## src/rtl/dec_scan_ctrl_pkg.sv

```systemverilog
// Shared definitions for the decoder line-scan sequencer: state encoding and line count.
package dec_scan_ctrl_pkg;

    typedef enum logic [1:0] {
        S_IDLE  = 2'd0,
        S_BLANK = 2'd1,
        S_DRIVE = 2'd2
    } scan_state_t;

    localparam int          LINES     = 16;
    localparam int          LW        = $clog2(LINES);
    localparam logic [3:0]  LAST_LINE = 4'd15;

endpackage

```

## src/rtl/scan_dwell_cnt.sv

```systemverilog
// Loadable down counter that times both the blank gap and the drive dwell.
// It holds at zero instead of wrapping; o_zero marks the last cycle of a phase.
module scan_dwell_cnt #(
    parameter int CW = 8
) (
    input  logic          clk,
    input  logic          rst,
    input  logic          i_load,
    input  logic [CW-1:0] i_load_val,
    input  logic          i_en,
    output logic [CW-1:0] o_count,
    output logic          o_zero
);

    logic [CW-1:0] r_count;

    always_ff @(posedge clk or posedge rst) begin
        if (rst) begin
            r_count <= '0;
        end else if (i_load) begin
            r_count <= i_load_val;
        end else if (i_en && (r_count != '0)) begin
            r_count <= r_count - 1'b1;
        end
    end

    assign o_count = r_count;
    assign o_zero  = (r_count == '0);

endmodule

```

## src/rtl/dec_scan_ctrl.sv

```systemverilog
// Sequences decoder lines 0..15 with a blank gap before each line and a fixed dwell.
// Handshake: start is a level request taken only in IDLE; stop is honoured in any state.
module dec_scan_ctrl
    import dec_scan_ctrl_pkg::*;
#(
    parameter int DWELL = 4,
    parameter int BLANK = 1,
    parameter int CW    = 8
) (
    input  logic        clk,
    input  logic        rst,
    input  logic        start,
    input  logic        stop,
    input  logic        mode,
    output logic [3:0]  W,
    output logic        En,
    output logic        busy,
    output logic        line_done,
    output logic        frame_done,
    output logic [1:0]  o_dbg_state
);

    localparam logic [CW-1:0] DWELL_LD  = CW'(DWELL - 1);
    localparam logic [CW-1:0] BLANK_LD  = CW'((BLANK > 0) ? BLANK - 1 : 0);
    localparam logic          HAS_BLANK = (BLANK > 0);
    localparam logic          ONE_DWELL = (DWELL == 1);
    localparam logic [CW-1:0] FIRST_LD  = HAS_BLANK ? BLANK_LD : DWELL_LD;

    scan_state_t   r_state;
    logic          r_mode;
    logic          r_stop_pend;

    logic          w_cnt_load;
    logic [CW-1:0] w_cnt_val;
    logic          w_cnt_en;
    logic [CW-1:0] w_cnt;
    logic          w_cnt_zero;
    logic          w_stop_any;
    logic          w_continue;
    logic [3:0]    w_w_next;

    assign w_stop_any = stop | r_stop_pend;
    assign w_continue = !w_stop_any && ((W != LAST_LINE) || r_mode);
    assign w_w_next   = W + 4'd1;

    always_comb begin
        w_cnt_load = 1'b0;
        w_cnt_val  = '0;
        w_cnt_en   = 1'b0;
        case (r_state)
            S_IDLE: begin
                if (start && !stop) begin
                    w_cnt_load = 1'b1;
                    w_cnt_val  = FIRST_LD;
                end
            end
            S_BLANK: begin
                if (stop) begin
                    w_cnt_load = 1'b1;
                end else if (w_cnt_zero) begin
                    w_cnt_load = 1'b1;
                    w_cnt_val  = DWELL_LD;
                end else begin
                    w_cnt_en = 1'b1;
                end
            end
            S_DRIVE: begin
                if (w_cnt_zero) begin
                    w_cnt_load = 1'b1;
                    w_cnt_val  = w_continue ? FIRST_LD : '0;
                end else begin
                    w_cnt_en = 1'b1;
                end
            end
            default: begin
                w_cnt_load = 1'b1;
            end
        endcase
    end

    scan_dwell_cnt #(.CW(CW)) u_cnt (
        .clk        (clk),
        .rst        (rst),
        .i_load     (w_cnt_load),
        .i_load_val (w_cnt_val),
        .i_en       (w_cnt_en),
        .o_count    (w_cnt),
        .o_zero     (w_cnt_zero)
    );

    // Pulses are registered one edge early so they coincide with the final En=1 cycle.
    always_ff @(posedge clk or posedge rst) begin
        if (rst) begin
            r_state     <= S_IDLE;
            r_mode      <= 1'b0;
            r_stop_pend <= 1'b0;
            W           <= '0;
            En          <= 1'b0;
            busy        <= 1'b0;
            line_done   <= 1'b0;
            frame_done  <= 1'b0;
        end else begin
            line_done  <= 1'b0;
            frame_done <= 1'b0;
            case (r_state)
                S_IDLE: begin
                    W           <= '0;
                    En          <= 1'b0;
                    busy        <= 1'b0;
                    r_stop_pend <= 1'b0;
                    if (start && !stop) begin
                        r_mode <= mode;
                        busy   <= 1'b1;
                        if (HAS_BLANK) begin
                            r_state <= S_BLANK;
                        end else begin
                            r_state   <= S_DRIVE;
                            En        <= 1'b1;
                            line_done <= ONE_DWELL;
                        end
                    end
                end
                S_BLANK: begin
                    if (stop) begin
                        r_state <= S_IDLE;
                        W       <= '0;
                        En      <= 1'b0;
                        busy    <= 1'b0;
                    end else if (w_cnt_zero) begin
                        r_state    <= S_DRIVE;
                        En         <= 1'b1;
                        line_done  <= ONE_DWELL;
                        frame_done <= ONE_DWELL && (W == LAST_LINE);
                    end
                end
                S_DRIVE: begin
                    if (stop) begin
                        r_stop_pend <= 1'b1;
                    end
                    if (!w_cnt_zero) begin
                        line_done  <= (w_cnt == CW'(1));
                        frame_done <= (w_cnt == CW'(1)) && (W == LAST_LINE);
                    end else if (w_continue) begin
                        W <= w_w_next;
                        if (HAS_BLANK) begin
                            r_state <= S_BLANK;
                            En      <= 1'b0;
                        end else begin
                            En         <= 1'b1;
                            line_done  <= ONE_DWELL;
                            frame_done <= ONE_DWELL && (w_w_next == LAST_LINE);
                        end
                    end else begin
                        r_state     <= S_IDLE;
                        W           <= '0;
                        En          <= 1'b0;
                        busy        <= 1'b0;
                        r_stop_pend <= 1'b0;
                    end
                end
                default: begin
                    r_state <= S_IDLE;
                    W       <= '0;
                    En      <= 1'b0;
                    busy    <= 1'b0;
                end
            endcase
        end
    end

    assign o_dbg_state = r_state;

endmodule

```

## config.mk

```make
export PLATFORM = sky130hd
export DESIGN_NAME = dec_scan_ctrl
export DESIGN_NICKNAME = d
export VERILOG_FILES = /design/src/rtl/dec_scan_ctrl_pkg.sv /design/src/rtl/scan_dwell_cnt.sv /design/src/rtl/dec_scan_ctrl.sv
export SDC_FILE = /design/constraint.sdc
export NUM_CORES = 1
export LEC_CHECK = 0
export ABC_CLOCK_PERIOD_IN_PS = 2300
export CAP_MARGIN = 5
export CORE_UTILIZATION = 40
export CTS_CLUSTER_DIAMETER = 120
export DETAILED_ROUTE_END_ITERATION = 8
export SLEW_MARGIN = 30
export SYNTH_ARGS = -nofsm -noshare
export SYNTH_HDL_FRONTEND = slang
export SYNTH_SLANG_ARGS = --single-unit
export TNS_END_PERCENT = 20
```

## constraint.sdc

```tcl
create_clock -name clk -period 2.3 [get_ports clk]
set_input_delay 0.69 -clock clk [delete_from_list [all_inputs] [get_ports clk]]
set_output_delay 0.69 -clock clk [all_outputs]
set_load 0.03 [all_outputs]
```

==> impl_metrics.tcl <==
set metrics [dict create \
    status "finished clean" \
    fillers 262 \
    post_cts_buffers 0 \
    min_period_over_period_pct 92.9 \
    grt_pass1_wl_um 4420 \
    port-buffer-count 14 \
    antenna_found_initial 0 \
    tightest_slew_ps 378 \
    critPathSlowestCell "or4b_4" \
    critPathTopFamily "compound AO/OA/AOI/OAI gates" \
    crit_path_max_incr_delay_ps 530 \
    drtIter0Drc 21 \
    worstHoldPathType "flop to flop" \
    relSlewSlack_pct 74.8 \
    die_area_um2 3180 \
    min_period_ps 2140 \
    max_freq_mhz 468 \
    io_pins 15 \
    cts.htree.levels 1 \
    ctsHoldBuffers 0 \
    synth_edf_count 0 \
    grt_max_degree 21 \
    ys.flop_type "dfrtp_1" \
    finalPower_uw 1930 \
    holdWs_ps 502 \
    power.static_leakage_uw 0.000660 \
    synth_cell_types 33 \
    path_class "flop to flop" \
    clk_latency_ps 300 \
    ant_nets 0 \
    critPathLaunch "u_cnt.o_count[0]" \
    drive_gt1_share_pct 18.0 \
    fin_skew_ps 4.88 \
    critPathLaunchType "flop" \
    cp_cell_sequence "inv_1 -> ha_1 -> or4b_4 -> o221ai_4 -> buf_4 -> o211ai_1 -> a2bb2oi_1" \
    initial_core_util_pct 42.6 \
    cts_buffers 3 \
    hold_viol_final 0 \
    fp.dieH_um 56.4 \
    powerDensity_nw_per_um2 1330 \
    ys_warn_count 0 \
    holdCritStartpoint "r_stop_pend" \
    critPathBufInv 2 \
    drt-wirelength-per-cell_um 13.9 \
    yosysSeqAreaShare_pct 42.3 \
    rows 19 \
    viasPerCell 5.46 \
    gp_congestion 0.771 \
    cts_resized 0 \
    diodes 0 \
    routed-via-count 929 \
    syn_area_per_cell_um2 10.4 \
    worst_slack_ps 163 \
    first_pass_iters 4 \
    syn_nets 127 \
    numClockSinks 20 \
    hpwlAfterDp_um 1870 \
    maxCapViolCount 0 \
    drc 0 \
    synth_cells 114 \
    design.core.area_um2 2780 \
    syn_to_final_growth_pct 22.9 \
    async_flop_share_pct 100 \
    required_ps 2520 \
    critPathCaptureType "flop" \
    die_w_um 56.4 \
    final_core_util_pct 52.3 \
    grt_pass1_vias 937 \
    cp.arrival_ps 2360 \
    gr-usage-all-layers_pct 18.0 \
    critPathMaxFanout 10 \
    num-nets-final 153 \
    grt_overflow 0 \
    clock_path_buffers 2 \
    drv_slew 0 \
    ys_ff_latch 20 \
    dp_slack_ps -53.1 \
    timing.rr.start "u_cnt.o_count[0]" \
    cts_tree "yes" \
    wirelength_um 2370 \
    rsz0062_at_grt "no" \
    path_clk_slew_ps 110 \
    cts-root-buf "clkbuf_4" \
    ir_drop_mv 0.898 \
    setup_viol 0 \
    synth_area_um2 1180 \
]
-- synthesized netlist by cell type, types with 2 or more instances --
master / count / area, um^2
ha_1: 8 / 100
or3_4: 2 / 22.5
o21ai_0: 3 / 15.0
inv_1: 10 / 37.5
o211ai_1: 5 / 37.5
or3_1: 4 / 25.0
o2bb2ai_1: 3 / 26.3
or4_1: 5 / 37.5
a21oi_1: 7 / 35.0
a2bb2oi_1: 2 / 17.5
nand2_1: 5 / 18.8
dfrtp_1: 20 / 500
nand3_1: 2 / 10.0
or2_0: 2 / 12.5
o31ai_1: 4 / 30.0
mux2_2: 6 / 67.6
nor2_1: 7 / 26.3
nand2b_1: 3 / 18.8
nor2b_1: 2 / 12.5
-- cell type report --
type                            count  area [um^2]  share of cell area [%]
Clock buffer                        4         36.3                    2.49
Inverter                           10         37.5                    2.58
Multi-Input combinational cell     82          634                    43.6
Sequential cell                    20          500                    34.4
Tap cell                           31         38.8                    2.67
Timing Repair Buffer               23          208                    14.3
-- cell families after synthesis --
group	count (synthesis)	synth area share, %
and+or+nand+nor	39	20.4
buffers and inverters	12	4.12
muxes	6	5.71
adders and majority gates	8	8.46
AOI/OAI and AO/OA	29	19.0
DFF	20	42.3
-- worst paths after layout --
check	to	slack, ps	depth (start not counted)
max reg2reg	u_cnt.o_count[0]	160	7
max	u_cnt.o_count[0]	160	7
min	r_stop_pend	500	1
max in group asynchronous	o_dbg_state[1]	1390	3
min reg2reg	r_stop_pend	500	1
min in group asynchronous	W[0]	700	3
-- routing by layer --
| metal | vias up | GRT usage, % | wire length, um |
|---|---|---|---|
| li1 | 467 | - | - |
| met1 | 449 | 23.6 | 1140 |
| met2 | 11 | 29.6 | 1150 |
| met3 | 2 | 4.38 | 58 |
| met4 | 0 | 5.23 | 18 |
| met5 | - | 0 | 0 |
-- registers in the layout, indices dropped and copies added (netlist names) --
name / count
r_mode: 1
u_cnt.o_count: 8
line_done: 1
o_dbg_state: 2
En: 1
frame_done: 1
busy: 1
r_stop_pend: 1
W: 4
-- cells in the final DEF, fill, tap and decap left out, types with 3 or more instances in the layout --
cell	n
a21oi_1	7
inv_1	10
ha_1	8
or4_1	5
dfrtp_1	20
o31ai_1	4
clkdlybuf4s50_1	14
buf_4	9
nand2b_1	3
mux2_2	6
o21ai_0	3
nor2_1	7
clkbuf_4	3
or3_1	4
nand2_1	5
o2bb2ai_1	3
o211ai_1	5
-- report_power, final --
group	switching (uW)	leakage (uW)	internal, uW
logic	622	0.000370	530
registers	112	0.000269	460
clock network	113	0.0000210	96.5
total	847	0.000660	1090
-- through the flow --
step | instance area, um^2 | std cells | TNS (ps)
floorplan | 1180 | 114 | 0
global placement | 1420 | 166 | -49.9
detailed placement | 1420 | 166 | -194
CTS | 1460 | 170 | 0
global route | 1460 | 170 | 0
finish | 1460 | 170 | 0
No activity file was read; power rests on OpenSTA's default activity.
